--- config.mk ---
export PLATFORM = sky130hd
export DESIGN_NAME = sponge_squeezer
export DESIGN_NICKNAME = d
export VERILOG_FILES = /design/src/rtl/sponge_pkg.sv /design/src/rtl/sponge_squeezer.sv
export SDC_FILE = /design/constraint.sdc
export NUM_CORES = 1
export LEC_CHECK = 0
export BUFFER_PORTS_ARGS = -buffer_cell sky130_fd_sc_hd__buf_2
export CORE_AREA = 3 3 402 404
export CTS_CLUSTER_SIZE = 24
export DETAILED_ROUTE_END_ITERATION = 7
export DIE_AREA = 0 0 405 407
export GPL_ROUTABILITY_DRIVEN = 0
export GPL_TIMING_DRIVEN = 0
export PLACE_DENSITY = 0.31
export SYNTH_ARGS = -nofsm -noshare
export SYNTH_HDL_FRONTEND = slang
export SYNTH_SLANG_ARGS = --single-unit
--- constraint.sdc ---
create_clock -name clk -period 3.23 [get_ports clk]
set_input_delay 0.1615 -clock clk [delete_from_list [all_inputs] [get_ports clk]]
set_output_delay 0.1615 -clock clk [all_outputs]
set_load 0.01 [all_outputs]
--- src/rtl/sponge_pkg.sv ---
`default_nettype none
// ============================================================================
// Module   : sponge_pkg
// Brief    : Shared types, default widths and byte-mask helper for the
//            sponge squeeze engine.
// Revision : 1.0 - initial release
// ============================================================================
package sponge_pkg;

  // Squeeze engine control states
  typedef enum logic [2:0] {
    S_IDLE      = 3'd0,
    S_EMIT      = 3'd1,
    S_PERM_REQ  = 3'd2,
    S_PERM_WAIT = 3'd3,
    S_DONE      = 3'd4
  } squeeze_state_e;

  // Default width set
  localparam int DEF_STATE_W = 320;
  localparam int DEF_RATE_W  = 64;
  localparam int DEF_OUT_W   = 32;

  // Widest beat the mask helper can describe
  localparam int MASK_W = 512;

  // Keep-mask for n valid bytes of an out_w-bit beat, first byte in the MSBs.
  // Callers truncate the result to their own beat width.
  function automatic logic [MASK_W-1:0] byte_mask(input int unsigned n,
                                                  input int unsigned out_w);
    logic [MASK_W-1:0] m;
    m = '0;
    for (int unsigned i = 0; i < MASK_W; i++) begin
      if ((i < out_w) && ((i + 8 * n) >= out_w)) m[i] = 1'b1;
    end
    return m;
  endfunction

endpackage
`default_nettype wire

--- src/rtl/sponge_squeezer.sv ---
`default_nettype none
// ============================================================================
// Module   : sponge_squeezer
// Brief    : Squeeze-phase engine. Streams the requested number of bytes from
//            the rate portion of the held state, requesting permutations from
//            an external core whenever the rate runs out.
// Revision : 1.0 - initial release
// ============================================================================
module sponge_squeezer
  import sponge_pkg::*;
#(
  parameter int STATE_W = DEF_STATE_W,
  parameter int RATE_W  = DEF_RATE_W,
  parameter int OUT_W   = DEF_OUT_W,
  parameter int LEN_W   = 20,
  parameter int CNT_W   = 10
) (
  input  logic                       clk,
  input  logic                       reset,
  input  logic                       start,
  input  logic [STATE_W-1:0]         state_in,
  input  logic [LEN_W-1:0]           out_len,
  output logic                       perm_start,
  output logic [STATE_W-1:0]         perm_state_out,
  input  logic                       perm_done,
  input  logic [STATE_W-1:0]         perm_state_in,
  output logic [OUT_W-1:0]           dout,
  output logic                       dout_valid,
  input  logic                       dout_ready,
  output logic [$clog2(OUT_W/8):0]   dout_bytes,
  output logic                       dout_last,
  output logic                       busy,
  output logic                       done,
  output logic [CNT_W-1:0]           perm_count
);

  localparam int BYTES = OUT_W / 8;
  localparam int WORDS = RATE_W / OUT_W;
  localparam int IDX_W = (WORDS > 1) ? $clog2(WORDS) : 1;
  localparam int SEL_W = $clog2(STATE_W);
  localparam int BW    = $clog2(BYTES) + 1;

  squeeze_state_e     state_q, state_d;
  logic [STATE_W-1:0] held_state, held_d;
  logic [LEN_W-1:0]   remaining, remaining_d;
  logic [IDX_W-1:0]   beat_idx, beat_idx_d;
  logic [CNT_W-1:0]   perm_count_d;

  logic [SEL_W-1:0]   word_lsb;
  logic [OUT_W-1:0]   rate_word;
  logic [OUT_W-1:0]   keep;
  logic               partial;
  logic [LEN_W-1:0]   take;

  assign perm_state_out = held_state;

  // Select the current rate word and work out how many bytes this beat carries
  always_comb begin
    word_lsb  = SEL_W'(STATE_W - OUT_W - int'(beat_idx) * OUT_W);
    rate_word = held_state[word_lsb +: OUT_W];
    partial   = (remaining < LEN_W'(BYTES));
    take      = partial ? remaining : LEN_W'(BYTES);
    keep      = OUT_W'(byte_mask(32'(remaining), OUT_W));
  end

  // Next-state and output decode
  always_comb begin
    state_d      = state_q;
    held_d       = held_state;
    remaining_d  = remaining;
    beat_idx_d   = beat_idx;
    perm_count_d = perm_count;
    perm_start   = 1'b0;
    dout_valid   = 1'b0;
    dout         = '0;
    dout_bytes   = '0;
    dout_last    = 1'b0;
    busy         = 1'b1;
    done         = 1'b0;
    case (state_q)
      S_IDLE: begin
        busy = 1'b0;
        if (start) begin
          held_d       = state_in;
          remaining_d  = out_len;
          beat_idx_d   = '0;
          perm_count_d = '0;
          state_d      = (out_len == '0) ? S_DONE : S_EMIT;
        end
      end
      S_EMIT: begin
        dout_valid = 1'b1;
        dout       = partial ? (rate_word & keep) : rate_word;
        dout_bytes = partial ? BW'(remaining) : BW'(BYTES);
        dout_last  = (remaining <= LEN_W'(BYTES));
        if (dout_ready) begin
          remaining_d = remaining - take;
          if (remaining == take) begin
            state_d = S_DONE;
          end else if (beat_idx == IDX_W'(WORDS - 1)) begin
            state_d = S_PERM_REQ;
          end else begin
            beat_idx_d = beat_idx + IDX_W'(1);
          end
        end
      end
      S_PERM_REQ: begin
        perm_start = 1'b1;
        if (perm_count != '1) perm_count_d = perm_count + CNT_W'(1);
        state_d = S_PERM_WAIT;
      end
      S_PERM_WAIT: begin
        if (perm_done) begin
          held_d     = perm_state_in;
          beat_idx_d = '0;
          state_d    = S_EMIT;
        end
      end
      S_DONE: begin
        busy    = 1'b0;
        done    = 1'b1;
        state_d = S_IDLE;
      end
      default: state_d = S_IDLE;
    endcase
  end

  // State and datapath registers with synchronous reset
  always_ff @(posedge clk) begin
    if (reset) begin
      state_q    <= S_IDLE;
      held_state <= '0;
      remaining  <= '0;
      beat_idx   <= '0;
      perm_count <= '0;
    end else begin
      state_q    <= state_d;
      held_state <= held_d;
      remaining  <= remaining_d;
      beat_idx   <= beat_idx_d;
      perm_count <= perm_count_d;
    end
  end

endmodule
`default_nettype wire

; ---- After elaboration in Yosys (flattened, before gate mapping)
; Index checks and enable logic that the tools add are counted.
[totals]
inputBits = 665
ff_bits = 354
elab_cells = 164
[op_classes]
n_shift = 1
bitwise_logic = 1
mux = 64
eq_ne = 12
order_cmp = 34
add_sub_neg = 35
reduce_logical = 12
[ops]
columns = cell, n
row1 = 24-bit by 6-bit >= comparator with 1-bit output (second input constant), 31
row2 = 320-bit 2-to-1 mux, 2
row3 = 320-bit case mux with 2 select lines, 1
row4 = 5-bit by 23-bit adder with 24-bit output (first input constant), 16
row5 = 320-bit by 10-bit variable part select with 32-bit output, 1
row6 = 4-bit by 23-bit adder with 24-bit output (first input constant), 8
row7 = 3-bit by 23-bit adder with 24-bit output (first input constant), 4
row8 = 32-bit 2-to-1 mux, 2
row9 = 20-bit 2-to-1 mux, 3
row10 = 2-bit by 23-bit adder with 24-bit output (first input constant), 2
row11 = 1-bit 2-to-1 mux, 42
row12 = 20-bit case mux with 2 select lines, 1
row13 = 32-bit bitwise AND, 1
row14 = 1-bit by 23-bit adder with 24-bit output (first input constant), 1
row15 = 3-bit 2-to-1 mux, 8
row16 = 23-bit by 6-bit >= comparator with 1-bit output (second input constant), 1
row17 = 20-bit equality test, 1
row18 = 20-bit by 3-bit less-or-equal comparator with 1-bit output (second input constant), 1
row19 = 20-bit zero test, 1
row20 = 20-bit by 3-bit < comparator with 1-bit output (second input constant), 1
row21 = 10-bit 2-to-1 mux, 2
row22 = 10-bit case mux with 2 select lines, 1
row23 = 20-bit subtractor, 1
row24 = 3-bit case mux with 4 select lines, 1
row25 = other kinds (17), 26

; ---- Longest topological paths before layout
; Gate-level depths: netlist of run 1.
[depth]
ltp_word = 6
depth_mapped = 12

; ---- Least setup slack after synthesis of run 1
; OpenSTA, ideal clock, no wires.
[synth_timing]
path_type = register to register
start = reg remaining[3]
end = reg remaining[18]
period_less_slack_ns = 2.702
path_slack_ns = 0.528
stages_incl_launch_ff = 10
t_arrival_ns = 2.596
setup_ns = 0.106
required_time_ns = 3.124
path_cell_list = dfxtp_1 or4_4 nor2_2 nand3_1 nand2_1 ha_1 nor4bb_1 nand4_1 and3b_1 o311ai_0
[synth_between]
elab_chain_len = 5
[synth_lines]
columns = element, line
row1 = "start, declared", sponge_squeezer.sv:45  ; logic [LEN_W-1:0] remaining, remaining_d;
row2 = "start signal, assigned", sponge_squeezer.sv:139  ; remaining <= remaining_d;
row3 = 20-bit by 3-bit < comparator with 1-bit output, sponge_squeezer.sv:61  ; partial = (remaining < LEN_W'(BYTES));
row4 = 20-bit 2-to-1 mux, sponge_squeezer.sv:62  ; take = partial ? remaining : LEN_W'(BYTES);
row5 = 20-bit subtractor *, sponge_squeezer.sv:97  ; remaining_d = remaining - take;
row6 = 20-bit 2-to-1 mux *, sponge_squeezer.sv:96  ; if (dout_ready) begin
row7 = 20-bit case mux with 2 select lines *, sponge_squeezer.sv:80  ; case (state_q)
; Mark *: on every way between the ends. The rest lies on a longest branch, timed or not. The select of a mux whose other input is x is not followed.
; A chain may end at the register's enable or synchronous reset.

; ---- Worst setup path in the final report of run 1
[layout_timing]
start = reg state_q[2]
end = out dout[27]
[layout_between]
elab_chain_len = 2
[layout_lines]
columns = element, line
row1 = "start, declared", sponge_squeezer.sv:43  ; squeeze_state_e state_q, state_d;
row2 = "start signal, assigned", sponge_squeezer.sv:137  ; state_q <= state_d;
row3 = 3-bit by 1-bit equality test with 1-bit output, sponge_squeezer.sv:80
row4 = 32-bit 2-to-1 mux, sponge_squeezer.sv:80
row5 = "end, declared", sponge_squeezer.sv:27  ; output logic [OUT_W-1:0] dout,
; No other way between the ends.

==> results.py, run 1 <==
metrics = {
    "run_status": {
        "status": "finished clean",
    },
    "critical_path": {
        "arrival_ns": 2.93,
        "worstPathCellList": "nor2_4, nand2_2, inv_2, clkbuf_4, buf_6, o41ai_4, buf_4, nor2_2, buf_2",
        "required_ns": 3.07,
        "slowest_delay_ns": 0.48,
        "cp_max_fo": 10,
        "end_kind": "primary output",
        "start_kind": "flip-flop",
        "path_class": "flip-flop to primary output",
        "slowest_stage": "dfxtp_1",
    },
    "synthesis": {
        "ys_seq_elements": 354,
        "synth_cell_types": 62,
        "synth_nets": 2850,
        "ys_seq_area_share_pct": 43.0,
        "ys.flop_type": "dfxtp_1",
        "syn-cell-area_um2": 16500,
        "syn_avg_cell_area_um2": 7.56,
        "yosys_warnings": 0,
        "synth-edff-count": 0,
        "async_flop_share_pct": 0,
        "synthesis.instances": 2180,
    },
    "die": {
        "dieWidth_um": 405,
        "rows": 146,
        "die_h_um": 407,
        "dieArea_um2": 165000,
        "initial_core_util_pct": 10.4,
        "core-area_um2": 158000,
        "io_pins": 1035,
    },
    "global_routing": {
        "grt_max_degree": 14,
        "grt_pass1_vias": 24800,
        "antenna_found_initial": 43,
        "grt_usage_pct": 16.5,
        "grt_pass1_wl_um": 193000,
        "grt_overflow_total": 0,
    },
    "detailed_routing": {
        "avgRoutedWirePerCell_um": 23.7,
        "first_pass_iters": 5,
        "first_iter_violations": 1583,
        "drc_errors": 0,
        "num_vias": 24200,
        "drtAntennaViolNets": 0,
        "finalWirelength_um": 144000,
        "viasPerCell": 3.98,
    },
    "clocking": {
        "cts.clk_slew.worst_paths_ns": 0.05,
        "root_buffer": "clkbuf_16",
        "clock_path_buffers": 3,
        "clock_sinks": 354,
        "cts-htree-levels": 2,
        "clk-insertion-delay-late_ns": 0.63,
        "cts_buffers": 53,
        "cts_tree": "done",
    },
    "finish": {
        "fillCellCount": 18100,
        "final_nets": 4603,
        "stdcell_count": 6067,
        "syn2layout_area_growth_pct": 101,
        "drive_gt1_share_pct": 30.6,
        "layout_common_cells": "1,036 x buf_2, 664 x nand2_1, 661 x dlygate4sd3_1",
        "layout_commonest_cell": "buf_2",
        "final_util_pct": 20.9,
    },
    "place": {
        "dp.cells": 5287,
        "dpl_worst_slack_ns": -1.56,
        "numPortBuffers": 1033,
        "place_hpwl_um": 116000,
    },
    "timing": {
        "period_needed_ns": 3.09,
        "slew_headroom_pct": 13.8,
        "finalClockSkew_ns": 0.0323,
        "finalSetupTns_ns": 0,
        "hold_violations": 0,
        "finalSetupViolations": 0,
        "fmax_mhz": 323,
        "fin_ws_ns": 0.139,
        "maxSlewViolCount": 0,
        "fin_crit_sh_pct": 95.7,
        "tightest_slew_ns": 1.29,
        "rsz0062_at_grt": "yes",
    },
    "pwr": {
        "ir_worst_vdd_v": 0.000355,
        "finalPower_w": 0.0237,
        "powerDensity_nw_per_um2": 717,
        "p_leak_nw": 14.4,
    },
    "worst_hold_path": {
        "worstHoldPathType": "input pin to flip-flop",
    },
    "job": {
        "drv_cap": 0,
    },
}
[worst max-delay path: cells and delay by family (launching register included)]
| kind | cells | cell delay [ns] |
|---|---|---|
| buf+inv | 5 | 1.07 |
| simple gates | 3 | 0.65 |
| flops | 1 | 0.48 |
| compound gates | 1 | 0.10 |
[report_power, final]
group          internal (W)  switching, W
clock network       0.00392       0.00248
logic               0.00376       0.00683
registers           0.00565       0.00105
[registers in the layout, indices dropped and copies added, names as in the netlist]
signal and count:
state_q 3, remaining 20, beat_idx 1, perm_count 10
perm_state_out 320
[final timing paths]
| kind | from | endpoint | slack [ns] | depth (start not counted) |
|---|---|---|---|---|
| max reg2reg | remaining[13] | remaining[6] | 0.16 | 10 |
| max | state_q[2] | dout[27] | 0.14 | 9 |
| min | out_len[3] | state_q[2] | 0.14 | 5 |
| min reg2reg | perm_state_out[9] | perm_state_out[9] | 0.49 | 2 |
[logic make-up after synthesis]
group	Yosys count	share of synthesized area (%)
xor gates and xnor gates	10	0.532
AOI/OAI and AO/OA	418	21.3
adders and majority gates	5	0.380
muxes	36	2.19
and+or+nand+nor	1142	27.6
buffers and inverters	214	4.90
DFF	354	43.0
other	1	0.0228
[per-layer routing]
layer  vias up  GRT usage, %  part of all wire, %
met1     11700          20.9                   43
li1      11300             -                    -
met4        16          4.61                  2.7
met3       204          4.12                  7.0
met5         -             0                0.060
met2       955          27.4                   47
[through the flow]
stage | cell area (um2) | hold slack (ns)
CTS | 33000 | 0.0387
floorplan | 16500 | 0.277
global placement | 24200 | 0.430
finish | 33100 | 0.136
global route | 33000 | 0.104
detailed placement | 24300 | 0.431
[cells in the mapped netlist (8+ instances only)]
| master | count | area (um2) |
|---|---|---|
| nand2_1 | 666 | 2500 |
| nor2_1 | 375 | 1410 |
| dfxtp_1 | 354 | 7090 |
| a311oi_1 | 324 | 2840 |
| clkbuf_1 | 201 | 754 |
| mux2i_1 | 35 | 350 |
| nor3_1 | 23 | 115 |
| a21oi_1 | 18 | 90.1 |
| nand3_1 | 15 | 75.1 |
| a211oi_1 | 14 | 105 |
| nor4_1 | 14 | 87.6 |
| a31oi_1 | 10 | 62.6 |
| o21ai_0 | 10 | 50.1 |
| or3_1 | 10 | 62.6 |
| xnor2_1 | 8 | 70.1 |
[layout make-up]
class / instances / area [um2] / area share (%)
well taps: 2072 / 2590 / 7.84
flip-flops and latches: 354 / 7090 / 21.4
clock inverters: 18 / 304 / 0.919
multi-input cells: 1612 / 8730 / 26.4
inverters: 9 / 33.8 / 0.102
plain buffers: 200 / 852 / 2.58
repair buffers: 1703 / 11900 / 35.9
clock buffers: 75 / 1540 / 4.66
diodes: 24 / 60.1 / 0.182
[what timing repair did]
action / in CTS / in global routing
hold endpoints to repair: 340 / 0
endpoints found under the setup margin: 363 / 88
gates resized for setup: 70 / 30
pin swaps: 2 / 2
buffers inserted: 4 / 3
hold buffers: 661 / 0
No activity file was read; power rests on OpenSTA's default activity.
==> run 2, diff against run 1 <==
--- a/config.mk
+++ b/config.mk
@@ -5,14 +5,16 @@
 export SDC_FILE = /design/constraint.sdc
 export NUM_CORES = 1
 export LEC_CHECK = 0
+export ABC_AREA = 1
 export BUFFER_PORTS_ARGS = -buffer_cell sky130_fd_sc_hd__buf_2
-export CORE_AREA = 3 3 402 404
+export CORE_AREA = 3 3 398 400
 export CTS_CLUSTER_SIZE = 24
 export DETAILED_ROUTE_END_ITERATION = 7
-export DIE_AREA = 0 0 405 407
+export DIE_AREA = 0 0 401 403
 export GPL_ROUTABILITY_DRIVEN = 0
 export GPL_TIMING_DRIVEN = 0
-export PLACE_DENSITY = 0.31
+export PLACE_DENSITY = 0.33
+export SKIP_CTS_REPAIR_TIMING = 1
 export SYNTH_ARGS = -nofsm -noshare
 export SYNTH_HDL_FRONTEND = slang
 export SYNTH_SLANG_ARGS = --single-unit
==> results.py, run 2 <==
metrics = {
    "job": {
        "drv_cap": 0,
    },
    "timing": {
        "maxSlewViolCount": 0,
        "hold_violations": 14,
        "fin_crit_sh_pct": 97.3,
        "slew_headroom_pct": 33.5,
        "fmax_mhz": 318,
        "fin_ws_ns": 0.0878,
        "holdWs_ns": -0.0500,
        "tightest_slew_ns": 0.998,
        "finalSetupViolations": 0,
        "period_needed_ns": 3.14,
        "finalClockSkew_ns": 0.0221,
    },
    "detailed_routing": {
        "viasPerCell": 3.84,
        "drc_errors": 0,
        "first_iter_violations": 1645,
        "drtAntennaViolNets": 0,
        "num_vias": 25600,
        "first_pass_iters": 7,
        "avgRoutedWirePerCell_um": 22.0,
        "finalWirelength_um": 147000,
    },
    "finish": {
        "layout_commonest_cell": "buf_2",
        "syn2layout_area_growth_pct": 81.6,
        "drive_gt1_share_pct": 27.0,
        "layout_common_cells": "1,102 x buf_2, 1,048 x nand2_1, 723 x nor2_1",
        "final_nets": 5224,
        "fin_area_um2": 32600,
        "largest_reg_flops": 320,
    },
    "critical_path": {
        "end_kind": "flip-flop",
        "critPathCapture": "perm_state_out[22]",
        "ff2ff_path_depth": 11,
        "r2r-end": "perm_state_out[22]",
        "rrSetupSlack_ns": 0.09,
        "start_kind": "flip-flop",
        "arrival_ns": 3.63,
        "path_class": "flip-flop to flip-flop",
        "timing.rr.start": "state_q[2]",
        "required_ns": 3.71,
        "crit_path_start": "state_q[2]",
        "cp_max_fo": 10,
    },
    "clocking": {
        "cts_buffers": 51,
        "cts-htree-levels": 2,
        "clk-insertion-delay-late_ns": 0.63,
        "cts_tree": "done",
        "root_buffer": "clkbuf_16",
        "clock_path_buffers": 3,
        "cts.clk_slew.worst_paths_ns": 0.06,
        "clock_sinks": 354,
    },
    "place": {
        "place_hpwl_um": 123000,
        "place_area_um2": 25700,
        "numPortBuffers": 1034,
        "dpl_worst_slack_ns": -0.802,
    },
    "synthesis": {
        "synth_nets": 3626,
        "async_flop_share_pct": 0,
        "synth.largest_area_cell": "dfxtp_1",
        "synth-edff-count": 0,
        "synth.most_common_cell": "nand2_1",
        "ys_seq_elements": 354,
        "syn_avg_cell_area_um2": 6.07,
        "synth_cell_types": 43,
        "yosys_warnings": 0,
        "synth_top_area_share_pct": 39.5,
        "syn-cell-area_um2": 17900,
        "ys.flop_type": "dfxtp_1",
        "synthTopCellsByArea": "dfxtp_1 40%, nand2_1 22%, nor2_1 15%",
        "synth_commonest_cells": "1,048 x nand2_1, 727 x nor2_1, 354 x dfxtp_1, 272 x o21ai_0, 129 x clkbuf_1",
        "ys_seq_area_share_pct": 39.5,
        "synthesis.instances": 2956,
    },
    "die": {
        "core-area_um2": 156000,
        "die_h_um": 403,
        "dieArea_um2": 162000,
        "rows": 145,
        "io_pins": 1035,
        "dieWidth_um": 401,
        "initial_core_util_pct": 11.5,
    },
    "run_status": {
        "status": "finished, violations left",
        "violations": "hold timing",
    },
    "pwr": {
        "ir_worst_vdd_v": 0.000345,
        "power.internal_w": 0.0154,
        "p_clk_share_pct": 18.4,
        "seqPwrFrac_pct": 26.5,
        "p_comb_share_pct": 55.1,
        "powerDensity_nw_per_um2": 950,
        "switching_share_pct": 50.2,
        "power.net_switching_w": 0.0155,
        "p_leak_nw": 16.1,
    },
    "global_routing": {
        "grt_pass1_vias": 22500,
        "antenna_found_initial": 57,
        "grt_overflow_total": 0,
        "grt_pass1_wl_um": 189000,
        "grt_max_degree": 14,
        "grt_usage_pct": 16.9,
    },
    "worst_hold_path": {
        "worstHoldPathType": "input pin to flip-flop",
    },
}
==> run 2: worst max-delay path, cell delays in order, from the launching register on <==
cell      delay, ns
dfxtp_1        0.32
inv_2          0.08
nand2_1        0.11
nor2_4         0.15
buf_12         0.15
clkinv_2       0.29
a31oi_2        0.45
nand2_8        0.21
buf_4          0.26
buf_2          0.22
o21ai_0        0.65
nor2_1         0.07
==> run 2: cell families (layout without fill, tap and decap cells) <==
| kind of cell | count (synthesis) | in the layout | synth area share (%) |
|---|---|---|---|
| XOR/XNOR | 10 | 10 | 0.489 |
| AO/OA/AOI/OAI | 445 | 445 | 13.1 |
| adder cells (fa/ha/maj) | 5 | 5 | 0.349 |
| other | 1 | 22 | 0.0209 |
| AND/OR/NAND/NOR | 1867 | 1867 | 40.2 |
| buffers and inverters | 274 | 1907 | 6.32 |
| flip-flops | 354 | 354 | 39.5 |
==> run 2: power by group through the flow <==
stage	registers, W	clock network (W)	logic (W)
6_report	0.00819	0.00570	0.0170
5_1_grt	0.00845	0.00610	0.0188
4_1_cts	0.00818	0.00597	0.0163
3_5_place_dp	0.00825	0	0.0163
3_3_place_gp	0.00822	0	0.0163
2_1_floorplan	0.00858	0	0.00765
==> run 2: per-layer routing <==
| metal | global-route usage, % | share of wire (%) | routed length (um) | vias up |
|---|---|---|---|---|
| met4 | 4.32 | 2.0 | 2890 | 20 |
| li1 | - | - | - | 12500 |
| met1 | 22.2 | 45 | 65300 | 12100 |
| met5 | 0 | 0.086 | 126 | - |
| met2 | 27.5 | 47 | 68400 | 858 |
| met3 | 4.42 | 6.8 | 10000 | 172 |
==> run 2: area by class of cell <==
cell class | instances | area (um2)
diodes | 21 | 52.6
plain buffers | 202 | 881
clock buffers | 72 | 1440
clock inverters | 16 | 179
fillers | 18000 | 123000
inverters | 71 | 273
multi-input cells | 2328 | 9770
flip-flops and latches | 354 | 7090
well taps | 2058 | 2570
repair buffers | 1546 | 10300
==> run 2: stage by stage <==
stage          setup TNS, ns  std cells  hold slack (ns)  util (%)  power (W)
2_1_floorplan              0       2956            0.240         -     0.0162
6_report                   0       6668          -0.0500      20.9     0.0309
5_1_grt              -0.0733       6650         -0.00616      20.9     0.0334
4_1_cts              -217.10       6136           -0.284      17.5     0.0305
3_5_place_dp         -203.02       6048            0.405      16.5     0.0245
3_3_place_gp         -422.81       6048            0.410      16.5     0.0245
==> run 2: worst min-delay path by stage <==
stage,from,to,slack (ns),cells after the start
global route,state_in[315],perm_state_out[315],-0.006,5
global placement,reset,remaining[9],0.41,2
floorplan,reset,remaining[9],0.24,1
finish,state_in[143],perm_state_out[143],-0.05,5
detailed placement,reset,remaining[9],0.41,2
CTS,reset,remaining[9],-0.28,2
==> run 3, diff against run 2 <==
--- a/config.mk
+++ b/config.mk
@@ -14,6 +14,7 @@
 export GPL_ROUTABILITY_DRIVEN = 0
 export GPL_TIMING_DRIVEN = 0
 export PLACE_DENSITY = 0.33
+export SETUP_SLACK_MARGIN = 0.3
 export SKIP_CTS_REPAIR_TIMING = 1
 export SYNTH_ARGS = -nofsm -noshare
 export SYNTH_HDL_FRONTEND = slang
==> results.py, run 3 (synthesis gave the netlist of run 2 again) <==
metrics = {
    "clocking": {
        "cts_buffers": 51,
        "clock_path_buffers": 3,
        "cts_tree": "done",
        "root_buffer": "clkbuf_16",
        "cts.clk_slew.worst_paths_ns": 0.06,
        "clk-insertion-delay-late_ns": 0.63,
        "cts-htree-levels": 2,
        "clock_sinks": 354,
    },
    "global_routing": {
        "grt_pass1_vias": 22500,
        "grt_overflow_total": 0,
        "antenna_found_initial": 57,
        "grt_pass1_wl_um": 189000,
        "busiest_layer": "met2",
        "use_met2_pct": 27.5,
        "grt_usage_pct": 16.9,
        "use_met1_pct": 22.2,
        "grtUsageMet3_pct": 4.42,
        "grt_max_degree": 14,
    },
    "timing": {
        "tightest_slew_ns": 1.00,
        "period_needed_ns": 2.87,
        "finalClockSkew_ns": 0.0306,
        "fmax_mhz": 349,
        "slew_headroom_pct": 33.2,
        "rsz0062_at_grt": "yes",
        "fin_crit_sh_pct": 88.8,
        "finalSetupViolations": 0,
        "holdWs_ns": -0.0478,
        "hold_violations": 16,
        "maxSlewViolCount": 0,
    },
    "die": {
        "core-area_um2": 156000,
        "dieArea_um2": 162000,
        "rows": 145,
        "io_pins": 1035,
        "die_h_um": 403,
        "dieWidth_um": 401,
        "initial_core_util_pct": 11.5,
    },
    "detailed_routing": {
        "drc_errors": 0,
        "finalWirelength_um": 148000,
        "num_vias": 25800,
        "first_pass_iters": 6,
        "viasPerCell": 3.86,
        "first_iter_violations": 1648,
        "drtAntennaViolNets": 0,
        "avgRoutedWirePerCell_um": 22.1,
    },
    "critical_path": {
        "required_ns": 3.07,
        "start_kind": "flip-flop",
        "worstPathCellList": "buf_6, nand2_1, nor2_4, inv_1, nor2_4, nand4_1, a21oi_2, nand4_1, buf_6, o211ai_1, inv_1, buf_2",
        "path_class": "flip-flop to primary output",
        "slowest_delay_ns": 0.34,
        "arrival_ns": 2.71,
        "cp_max_fo": 5,
        "end_kind": "primary output",
        "slowest_stage": "dfxtp_1",
        "cp_top_family": "buffers and inverters",
        "cp.buffers_inverters": 5,
        "rrSetupSlack_ns": 0.37,
    },
    "place": {
        "numPortBuffers": 1034,
        "place_hpwl_um": 123000,
    },
    "finish": {
        "final_util_pct": 21.1,
        "final_nets": 5235,
        "drive_gt1_share_pct": 27.8,
        "largest_reg_flops": 320,
        "layout_common_cells": "1,088 x buf_2, 1,045 x nand2_1, 720 x nor2_1",
        "syn2layout_area_growth_pct": 83.0,
        "layout_commonest_cell": "buf_2",
    },
    "pwr": {
        "ir_worst_vdd_v": 0.000350,
        "power.net_switching_w": 0.0156,
        "seqPwrFrac_pct": 26.4,
        "power.internal_w": 0.0154,
        "p_leak_nw": 16.2,
        "switching_share_pct": 50.4,
        "p_comb_share_pct": 55.2,
        "p_clk_share_pct": 18.4,
        "powerDensity_nw_per_um2": 945,
    },
    "run_status": {
        "violations": "hold timing",
        "status": "finished, violations left",
    },
    "job": {
        "drv_cap": 0,
    },
    "worst_hold_path": {
        "worstHoldPathType": "input pin to flip-flop",
    },
}
-- run 3: layer usage --
metal / wire length, um / vias to the layer above
li1: - / 12500
met5: 136 / -
met1: 65500 / 12100
met4: 2870 / 22
met3: 10000 / 188
met2: 69100 / 892
-- run 3: worst paths after layout --
| kind | startpoint | to | depth (start not counted) |
|---|---|---|---|
| max | remaining[3] | dout[20] | 12 |
| min | state_in[143] | perm_state_out[143] | 5 |
| max reg2reg | state_q[2] | perm_state_out[305] | 11 |
| min reg2reg | perm_state_out[120] | perm_state_out[120] | 2 |
-- run 3: worst min-delay path, stage by stage --
cell     delay [ns]
buf_2          0.08
nand2_1        0.04
nand2_1        0.06
o21ai_0        0.10
nor2_1         0.08
-- run 3: power by group through the flow --
| stage | Clock [W] | Combinational [W] | Sequential, W |
|---|---|---|---|
| after floorplan | 0 | 0.00765 | 0.00858 |
| after global placement | 0 | 0.0163 | 0.00822 |
| after detailed placement | 0 | 0.0163 | 0.00825 |
| after CTS | 0.00597 | 0.0163 | 0.00818 |
| after global routing | 0.00610 | 0.0188 | 0.00845 |
| final | 0.00572 | 0.0171 | 0.00819 |
-- run 3: layout make-up --
| class | instances | area, um2 |
|---|---|---|
| diodes | 18 | 45.0 |
| plain buffers | 203 | 952 |
| clock buffers | 72 | 1440 |
| clock inverters | 16 | 179 |
| fillers | 18000 | 123000 |
| inverters | 71 | 284 |
| multi-input cells | 2328 | 9860 |
| flip-flops and latches | 354 | 7100 |
| well taps | 2058 | 2570 |
| repair buffers | 1556 | 10400 |
-- run 3: metrics by stage --
stage / cell area [um2] / setup TNS (ns) / setup slack (ns) / power [W] / cells
after CTS: 27300 / -217.10 / -1.16 / 0.0305 / 6136
after global routing: 32800 / 0 / 0.230 / 0.0334 / 6661
after floorplan: 17900 / 0 / 1.36 / 0.0162 / 2956
after global placement: 25700 / -422.81 / -1.47 / 0.0245 / 6048
final: 32800 / 0 / 0.362 / 0.0310 / 6676
after detailed placement: 25700 / -203.02 / -0.802 / 0.0245 / 6048
